$ cat config.mk
export PLATFORM = sky130hd
export DESIGN_NAME = syn_accum
export DESIGN_NICKNAME = d
export VERILOG_FILES = /design/src/rtl/snn_pkg.sv /design/src/rtl/sat_add.sv /design/src/rtl/syn_accum.sv
export SDC_FILE = /design/constraint.sdc
export NUM_CORES = 1
export LEC_CHECK = 0
export ABC_AREA = 1
export CELL_PAD_IN_SITES_DETAIL_PLACEMENT = 1
export CELL_PAD_IN_SITES_GLOBAL_PLACEMENT = 2
export CORE_MARGIN = 2
export CORE_UTILIZATION = 28
export CTS_BUF_LIST = sky130_fd_sc_hd__clkbuf_8
export CTS_CLUSTER_DIAMETER = 50
export DETAILED_ROUTE_END_ITERATION = 8
export PLACE_DENSITY = 0.83
export RECOVER_POWER = 25
export SLEW_MARGIN = 10
export SYNTH_ARGS = -nofsm -noshare
export SYNTH_HDL_FRONTEND = slang
export SYNTH_HIERARCHICAL = 1
export SYNTH_SLANG_ARGS = --single-unit
$ cat constraint.sdc
create_clock -name clk -period 2 [get_ports clk]
set_input_delay 0.3 -clock clk [delete_from_list [all_inputs] [get_ports clk]]
set_output_delay 0.3 -clock clk [all_outputs]
set_load 0.01 [all_outputs]
$ cat src/rtl/snn_pkg.sv
// snn_pkg: shared SNN widths, weight/current types, current clamp limits and syn_accum FSM states
package snn_pkg;
  localparam int SNN_WIDTH = 32;
  localparam int SNN_W_WIDTH = 8;
  typedef logic signed [SNN_W_WIDTH-1:0] weight_t;
  typedef logic signed [SNN_WIDTH-1:0] current_t;
  localparam current_t CURRENT_MAX = {1'b0, {(SNN_WIDTH-1){1'b1}}};
  localparam current_t CURRENT_MIN = {1'b1, {(SNN_WIDTH-1){1'b0}}};
  typedef enum logic [2:0] {IDLE, FETCH, DRAIN, EMIT, FIN} syn_state_e;
endpackage

$ cat src/rtl/sat_add.sv
// sat_add: combinational signed saturating adder; ports a, b in, sum out, all WIDTH bits
module sat_add #(
  parameter int WIDTH = 32
) (
  input  logic signed [WIDTH-1:0] a,
  input  logic signed [WIDTH-1:0] b,
  output logic signed [WIDTH-1:0] sum
);
  logic signed [WIDTH-1:0] raw;
  logic ovf;
  assign raw = a + b;
  assign ovf = (a[WIDTH-1] == b[WIDTH-1]) && (raw[WIDTH-1] != a[WIDTH-1]);
  assign sum = ovf ? {a[WIDTH-1], {(WIDTH-1){~a[WIDTH-1]}}} : raw;
endmodule

$ cat src/rtl/syn_accum.sv
// syn_accum: per-timestep synaptic weight accumulation; ports clk, rst(async low), start/spk_vec in, w_addr/w_rd_en/w_data BRAM, out_valid/out_ready/out_idx/out_current stream, busy/done status
module syn_accum
  import snn_pkg::*;
#(
  parameter int N_PRE = 64,
  parameter int N_POST = 32,
  parameter int WIDTH = SNN_WIDTH,
  parameter int W_WIDTH = SNN_W_WIDTH,
  localparam int AW = $clog2(N_PRE*N_POST),
  localparam int IW = $clog2(N_POST),
  localparam int PW = $clog2(N_PRE)
) (
  input  logic                    clk,
  input  logic                    rst,
  input  logic                    start,
  input  logic [N_PRE-1:0]        spk_vec,
  output logic [AW-1:0]           w_addr,
  output logic                    w_rd_en,
  input  logic signed [W_WIDTH-1:0] w_data,
  output logic                    out_valid,
  input  logic                    out_ready,
  output logic [IW-1:0]           out_idx,
  output logic signed [WIDTH-1:0] out_current,
  output logic                    busy,
  output logic                    done
);
  syn_state_e state, nxt;
  logic [N_PRE-1:0] spk_latch;
  logic [PW-1:0] pre;
  logic [IW-1:0] post;
  logic signed [WIDTH-1:0] acc, acc_sum;
  logic rd_q, last_pre, last_post;
  assign last_pre = pre == PW'(N_PRE-1);
  assign last_post = post == IW'(N_POST-1);
  assign w_addr = state == FETCH ? AW'(post) * AW'(N_PRE) + AW'(pre) : '0;
  assign busy = state inside {FETCH, DRAIN, EMIT};
  assign out_idx = post;
  assign out_current = acc;
  sat_add #(.WIDTH(WIDTH)) u_sat (
    .a(acc),
    .b({{(WIDTH-W_WIDTH){w_data[W_WIDTH-1]}}, w_data}),
    .sum(acc_sum)
  );
  always_comb begin
    nxt = state;
    w_rd_en = 1'b0;
    out_valid = 1'b0;
    done = 1'b0;
    case (state)
      IDLE: nxt = start ? FETCH : IDLE;
      FETCH: begin
        w_rd_en = spk_latch[pre];
        nxt = last_pre ? DRAIN : FETCH;
      end
      DRAIN: nxt = EMIT;
      EMIT: begin
        out_valid = 1'b1;
        nxt = out_ready ? (last_post ? FIN : FETCH) : EMIT;
      end
      FIN: begin
        done = 1'b1;
        nxt = IDLE;
      end
      default: nxt = IDLE;
    endcase
  end
  always_ff @(posedge clk or negedge rst) begin
    if (!rst) begin
      state <= IDLE;
      spk_latch <= '0;
      pre <= '0;
      post <= '0;
      acc <= '0;
      rd_q <= 1'b0;
    end else begin
      state <= nxt;
      rd_q <= w_rd_en;
      if (state == IDLE && start) begin
        spk_latch <= spk_vec;
        pre <= '0;
        post <= '0;
        acc <= '0;
      end
      if (state == FETCH) pre <= last_pre ? '0 : pre + 1'b1;
      // rd_q marks the cycle the BRAM word requested last cycle is on w_data
      if (rd_q) acc <= acc_sum;
      if (state == EMIT && out_ready) begin
        post <= last_post ? post : post + 1'b1;
        acc <= last_post ? acc : '0;
      end
    end
  end
endmodule
==> results.md, run 1 <==
* Max stage delay cell, worst path: dfrtp_1
* CTS max path bufs at 2
* Top cells by count, synth: nand2_1, nand3_1, inv_1, dfrtp_1, nor2_1
* Total gr overflow at 0
* Clock root cell: clkbuf_8
* Layout cells sized above 1 at 0.357
* R2r startpoint: out_current[24]$_DFFE_PN0P_
* Core area at around 0.029 mm^2
* Hold Crit Endpoint: spk_latch[46]$_DFFE_PN0P_
* Sequential fraction of the synthesis area at 0.341
* Synth Area in Adders at 0.0548
* Initial core utilization at 0.284
* Top-area cell type share of the netlist area at 0.341
* DRC errors left at 0
* Count leader, synth: nand2_1
* Slew HR at 0.292
* Clock latency on the worst-skew pair at about 0.43 ns
* TritonRoute pass-1 iters at 4
* Hold path depth at 3
* RSZ-0062 raised after global routing: true
* Overall routing resource usage at 0.206
* Post-Synthesis Cells at roughly 1200
* Max_cap viols at 0
* First-pass GRT wire length at between 40000 and 50000 um
* Reg-to-Reg End: out_current[24]$_DFFE_PN0P_
* Post-Route WL at 31400 um
* Number of H-tree levels at 3
* CP Data Required Time at between 1.5 and 2 ns
* Netlist Area Pre-Place at roughly 0.0081 mm^2
* Cell variety after synth at 39
* Num CTS Buffers at 9
* HPWL after DPL at 20900 um
* Max Transition Viols Final at 0
* Maximum number of pins on one net before global-route repair at around 110
* Hold wc startpoint: spk_vec[46]
* #FFs+latches synth at ~110
* Pleak at 6.73 nW
* Top cell by count, worst path: nand3_2
* Post-synth EDFFs at 0
* Proportion of synthesized area in mux cells at 0
* Clk sinks at about 110
* Syn nets at approximately 1300
* DR vias at just under 9000
* Die width at roughly 170 um
* Setup TNS at -6.19 ns
* Placed cell area at between 0.01 and 0.015 mm^2
* Worst vdd ir at just under 0.0005 V
* Cells taking the most area after synthesis: dfrtp_1, nand2_1, nand3_1
* Largest family of logic cells by synthesized area: simple AND/OR/NAND/NOR gates
* Crit path capture type: primary output
* Final-report hold violation count at 0
* Vias in the first global route at around 9600
* Critical path type: register to primary output
* Kind of cell adding the most delay to the critical path: buffers and inverters
* Fin crit period at around 2.4 ns
* XOR/XNOR Fraction of Synth Area at 0.0172
* Violated checks: setup timing
* Antenna-violating nets left at 0
* Top FF cell, synth: dfrtp_1
* Fin crit share at 1.19
* Final instance area at 0.0130 mm^2
* Placer Congestion at ~0.84
* Initial DRC count at about 380
* Worst-path fanout max at 7
* Final nets at between 1500 and 2000
* Initial antenna violation count at 0
* Placed Cells at 1853
* Mapped Avg Cell Area at about 6.6 um^2
* Worst setup margin at -0.374 ns
* Area share of and/or/nand/nor cells after synthesis at 0.445
* Worst Hold Class: input pin to register
* Die height at between 150 and 200 um
* Synthesis warning total at 6
* Area Overhead vs Synth at 59.3%
* Critical-path cell list: inv_2 > buf_12 > clkbuf_16 > nand2_4 > nand3_2 > nand3_2 > nand2_2 > nand2_2 > nand3_2 > nand3_2 > a21oi_4 > buf_6
* Post-Layout Cell Count at around 1900
* Avg WL per Cell at 16.5 um
* Post-synthesis compound-gate area fraction at 0.0366
* CP max stage delay at 0.42 ns
* Worst Tran Pin Value at roughly 1.1 ns
* Die area at 0.0304 mm^2
* Post-synth top area cell: dfrtp_1
* Outcome: finished, violations left
* Ant diodes at 0
* Worst setup SP type: register
* Reg2reg path depth at 13
* Flop-to-flop setup slack at -0.27 ns
* Setup Viol. Count Final at 34
* CP Buf/Inv Count at 4
* Vias per cell at roughly 4.6
* Cell area power density at between 1500 and 2000 mW/mm^2
* Row count at 62
* # IOs at approximately 130
* Fill cells at 3476
* Async SR Flop Fraction at 1.00
* Setup Skew at ~0.033 ns
* IO Port Bufs at about 130
* Clk slew on worst S/H paths at about 0.14 ns
* TritonCTS clock tree: built
* Fmax achieved at between 0.4 and 0.5 GHz
* Worst endpoint data arrival time at a little over 2 ns
[cell type report]
| cell class | instances | area, um^2 | share of cell area |
|---|---|---|---|
| well taps | 384 | 480 | 0.0371 |
| flip-flops and latches | 111 | 2790 | 0.215 |
| clock buffers | 9 | 124 | 0.00956 |
| repair buffers | 322 | 3080 | 0.238 |
| clock inverters | 7 | 75.1 | 0.00579 |
| multi-input cells | 934 | 5880 | 0.454 |
| inverters | 140 | 531 | 0.0409 |
[through the flow]
stage	power, mW	hold WS, ns	setup slack [ns]	utilization
5_1_grt	22.6	0.393	-0.457	0.453
3_5_place_dp	15.5	0.442	-0.756	0.381
2_1_floorplan	10.6	0.00441	0.00537	-
6_report	20.9	0.402	-0.374	0.453
4_1_cts	19.4	0.379	-0.408	0.430
3_3_place_gp	15.2	0.441	-0.673	0.381
[worst min-delay path, delay by kind of cell]
| kind | cells | cell delay (ns) |
|---|---|---|
| AND/OR/NAND/NOR | 2 | 0.12 |
| buffers and inverters | 1 | 0.40 |
[cells in the final DEF, fill, tap and decap left out, types with 10 or more instances in the layout]
cell type          n
inv_2             14
dfrtp_1          103
a21oi_1           10
inv_1            123
buf_6             13
clkdlybuf4s50_1  110
nor2_4            10
nand2_4           55
ha_4              26
buf_12            17
nand2_2           88
nand3_2           65
buf_4            157
nand2_1          460
nor2_2            15
nor2_1            35
nand3_1           88
[power breakdown]
part           switching, mW  internal (mW)  total [mW]  leakage, nW
clock                   1.00          0.495        1.50        0.102
sequential             0.841           3.27        4.11         1.38
combinational           8.06           7.26        15.3         5.25
total                   9.91           11.0        20.9         6.73
[cell families after synthesis]
logic type / after synthesis
AOI/OAI and AO/OA: 48
xor gates and xnor gates: 16
adders and majority gates: 35
buffers and inverters: 186
DFF: 111
and+or+nand+nor: 835
[state kept, by name (all words and copies together) (netlist names)]
register and flops:
spk_latch 64, rd_q 1, state 3, out_current 32, pre 6, out_idx 5
[worst max-delay path by stage]
stage / end / start / cells past startpoint / slack (ns)
after CTS: w_rd_en / pre[0]$_DFFE_PN0P_ / 12 / -0.41
after global placement: out_current[17]$_DFFE_PN0P_ / w_data[7] / 14 / -0.67
after global routing: w_rd_en / pre[0]$_DFFE_PN0P_ / 12 / -0.46
after detailed placement: out_current[14]$_DFFE_PN0P_ / w_data[7] / 14 / -0.76
final: w_rd_en / pre[0]$_DFFE_PN0P_ / 12 / -0.37
after floorplan: out_current[28]$_DFFE_PN0P_ / out_current[0]$_DFFE_PN0P_ / 15 / 0.005
[layer usage]
metal	global-route usage	up-vias	wire [um]
li1	-	4365	-
met1	0.255	4245	13700
met5	0	-	0
met4	0.0567	0	519
met2	0.380	142	16300
met3	0.0190	44	791
[repair_timing]
action / in CTS / in global routing
gates resized for setup: 217 / 166
setup buffers: 25 / 10
pin swaps: 81 / 89
endpoints found under the hold margin: 79 / 0
endpoints found under the setup margin: 46 / 46
hold buffers: 1 / 0
cloned: 7 / 2
Power figures use the tool's default switching activity.
==> inputs of run 2 (changes only) <==
==> constraint.sdc (replaced) <==
create_clock -name clk -period 2 [get_ports clk]
set_input_delay 0.4 -clock clk [delete_from_list [all_inputs] [get_ports clk]]
set_output_delay 0.4 -clock clk [all_outputs]
set_load 0.01 [all_outputs]
==> results.md, run 2 (synthesis gave the netlist of run 1 again) <==
* Outcome: finished, violations left
* Violated checks: setup timing
* Worst-path fanout max at 6 (-1)
* Commonest non-fill, non-tap cell in the layout: nand2_1
* Fin crit period at 2.54 ns (+0.167 ns)
* Sequential Area at 0.00279 mm^2 (+0.18%)
* Clk sinks at 111 (unchanged)
* # IOs at 128 (unchanged)
* Initial DRC count at 441 (+15%)
* Commonest non-fill, non-tap cells in the layout: nand2_1, buf_4, inv_1, nand2_2
* IO Port Bufs at 127 (unchanged)
* Max_cap viols at 0 (unchanged)
* Critical-path cell list: buf_6 > clkbuf_16 > nand2_1 > nand3_1 > nand3_1 > nand2_1 > nand2_1 > nand3_1 > nand3_2 > a21oi_4 > buf_2
* Initial core utilization at 0.284 (unchanged)
* Setup Skew at 0.0192 ns (-0.0142 ns)
* Critical path type: register to primary output
* Fin crit share at 1.27 (+0.0836)
* Worst vdd ir at 0.000561 V (+14%)
* Ant diodes at 0 (unchanged)
* Worst endpoint data arrival time at 2.14 ns (+0.07 ns)
* Max reg flops at 64 (unchanged)
* Kind of cell adding the most delay to the critical path: simple AND/OR/NAND/NOR gates
* Post-Route Utilization at 0.481 (+0.0287)
* Worst setup margin at -0.541 ns (-0.167 ns)
* Fill cells at 3464 (-0.35%)
* CP max stage delay at 0.47 ns (+0.05 ns)
* Overall routing resource usage at 0.210 (+0.00432)
* Placed cell area at 0.0112 mm^2 (+2.4%)
* Met3 wire len at 1200 um (+52%)
* Final-report hold violation count at 0 (unchanged)
* CP Data Required Time at 1.60 ns (-0.10 ns)
* Max stage delay cell, worst path: dfrtp_2
* Row count at 62 (unchanged)
* CP Buf/Inv Count at 3 (-1)
* Worst setup SP type: register
* HPWL after DPL at 21600 um (+3.3%)
* Layout cells sized above 1 at 0.418 (+0.0604)
* Clock root cell: clkbuf_8
* Max Transition Viols Final at 0 (unchanged)
* Pleak at 7.22 nW (+7.3%)
* Vias per cell at 4.75 (+3.1%)
* Antenna-violating nets left at 0 (unchanged)
* Clk slew on worst S/H paths at 0.13 ns (about the same)
* Final instance area at 0.0138 mm^2 (+6.3%)
* Biggest register: spk_latch
* Worst Tran Pin Value at 1.24 ns (+0.181 ns)
* TritonRoute pass-1 iters at 4 (unchanged)
* Num CTS Buffers at 9 (unchanged)
* Placed Cells at 1888 (+1.9%)
* Met1 wire length at 14300 um (+4.0%)
* Setup Viol. Count Final at 39 (+15%)
* Fmax achieved at 0.394 GHz (-6.6%)
* Maximum number of pins on one net before global-route repair at 66 (-41%)
* Max Used Layer: met4
* Total gr overflow at 0 (unchanged)
* Area Overhead vs Synth at 69.4%
* Post-Route WL at 34800 um (+11%)
* Placer Congestion at 0.853 (+1.3%)
* Final nets at 1685 (+3.4%)
* Post-Layout Cell Count at 1962 (+2.9%)
* Area of the multi-input gates at 0.00619 mm^2 (+5.4%)
* Clock latency on the worst-skew pair at 0.43 ns (about the same)
* Avg WL per Cell at 17.7 um (+7.7%)
* Number of H-tree levels at 3 (unchanged)
* Worst Hold Class: input pin to register
* RSZ-0062 raised after global routing: true
* Vias in the first global route at 9960 (+4.1%)
* Die height at 174 um (unchanged)
* CTS max path bufs at 2 (unchanged)
* TritonCTS clock tree: built
* DRC errors left at 0 (unchanged)
* Initial antenna violation count at 0 (unchanged)
* Metal2 WL at 18200 um (+11%)
* Cell area power density at 1630 mW/mm^2 (+1.1%)
* Crit path capture type: primary output
* Die width at 174 um (unchanged)
* DR vias at 9327 (+6.0%)
* Core area at 0.0286 mm^2 (unchanged)
* Slew HR at 0.172 (-0.121)
* Die area at 0.0304 mm^2 (unchanged)
* First-pass GRT wire length at 51100 um (+2.5%)
* Setup TNS at -8.20 ns (-2.01 ns)
## run 2: changes by cell type in the layout (fill, tap and decap cells not counted), sizes merged
cell           previous run  this run
dlygate4sd2               3         4
buf                     201       260
clkbuf                   12        14
clkdlybuf4s15             3         1
dlymetal6s2s              0         8
clkdlybuf4s50           110        99
clkinv                    5         3
bufbuf                    1         0
inv                     142       143
## run 2: final timing paths
kind / start / endpoint / slack, ns / depth (start not counted)
worst max-delay path: pre[0]$_DFFE_PN0P_ / w_rd_en / -0.54 / 11
worst min-delay path: spk_vec[31] / spk_latch[31]$_DFFE_PN0P_ / 0.50 / 3
worst max register to register: out_current[30]$_DFFE_PN0P_ / out_current[25]$_DFFE_PN0P_ / -0.30 / 14
worst min register to register: spk_latch[15]$_DFFE_PN0P_ / spk_latch[15]$_DFFE_PN0P_ / 0.50 / 2
max in group asynchronous: rst / out_current[18]$_DFFE_PN0P_ / 0.15 / 3
min in group asynchronous: rst / pre[5]$_DFFE_PN0P_ / 0.75 / 2
## run 2: where the power goes
part           switching, mW  internal (mW)
registers              0.914           3.28
clock network          0.968          0.487
logic                   8.83           8.02
## run 2: area by class of cell
class / count / area share
clock buffer: 9 / 0.00899
tap: 384 / 0.0349
sequential: 111 / 0.203
multi-input combinational: 934 / 0.449
clock inverter: 6 / 0.00436
timing repair buffer: 378 / 0.261
inverter: 140 / 0.0385
## run 2: tightest hold or removal path, delay by kind of cell
| family | cells | cell delay [ns] |
|---|---|---|
| buffers and inverters | 1 | 0.39 |
| AND/OR/NAND/NOR | 2 | 0.10 |
## run 2: timing repair
action,CTS,global route
cloned,8,3
setup buffers,27,30
gates resized for setup,249,245
endpoints found under the setup margin,47,47
hold buffers,1,0
endpoints found under the hold margin,19,0
pin swaps,81,122
## run 2: metrics by stage
stage	power, mW	hold slack, ns	worst slack (ns)
2_1_floorplan	10.6	0.104	0.00537
3_3_place_gp	15.6	0.311	-0.798
3_5_place_dp	15.9	0.311	-0.855
4_1_cts	19.9	0.377	-0.571
5_1_grt	24.1	0.484	-0.626
6_report	22.5	0.495	-0.541
## run 2: metal layers
layer	GRT usage	vias up
li1	-	4485
met3	0.0269	76
met5	0	-
met2	0.390	212
met4	0.0532	0
met1	0.256	4554
==> inputs of run 3 (changes only) <==
Settings changed: CTS_BUF_LIST sky130_fd_sc_hd__clkbuf_8 to sky130_fd_sc_hd__clkbuf_4 sky130_fd_sc_hd__clkbuf_8, SLEW_MARGIN 10 to 40.
==> results of run 3 <==
Final layout, timing and power as in run 2 (identical DEF).
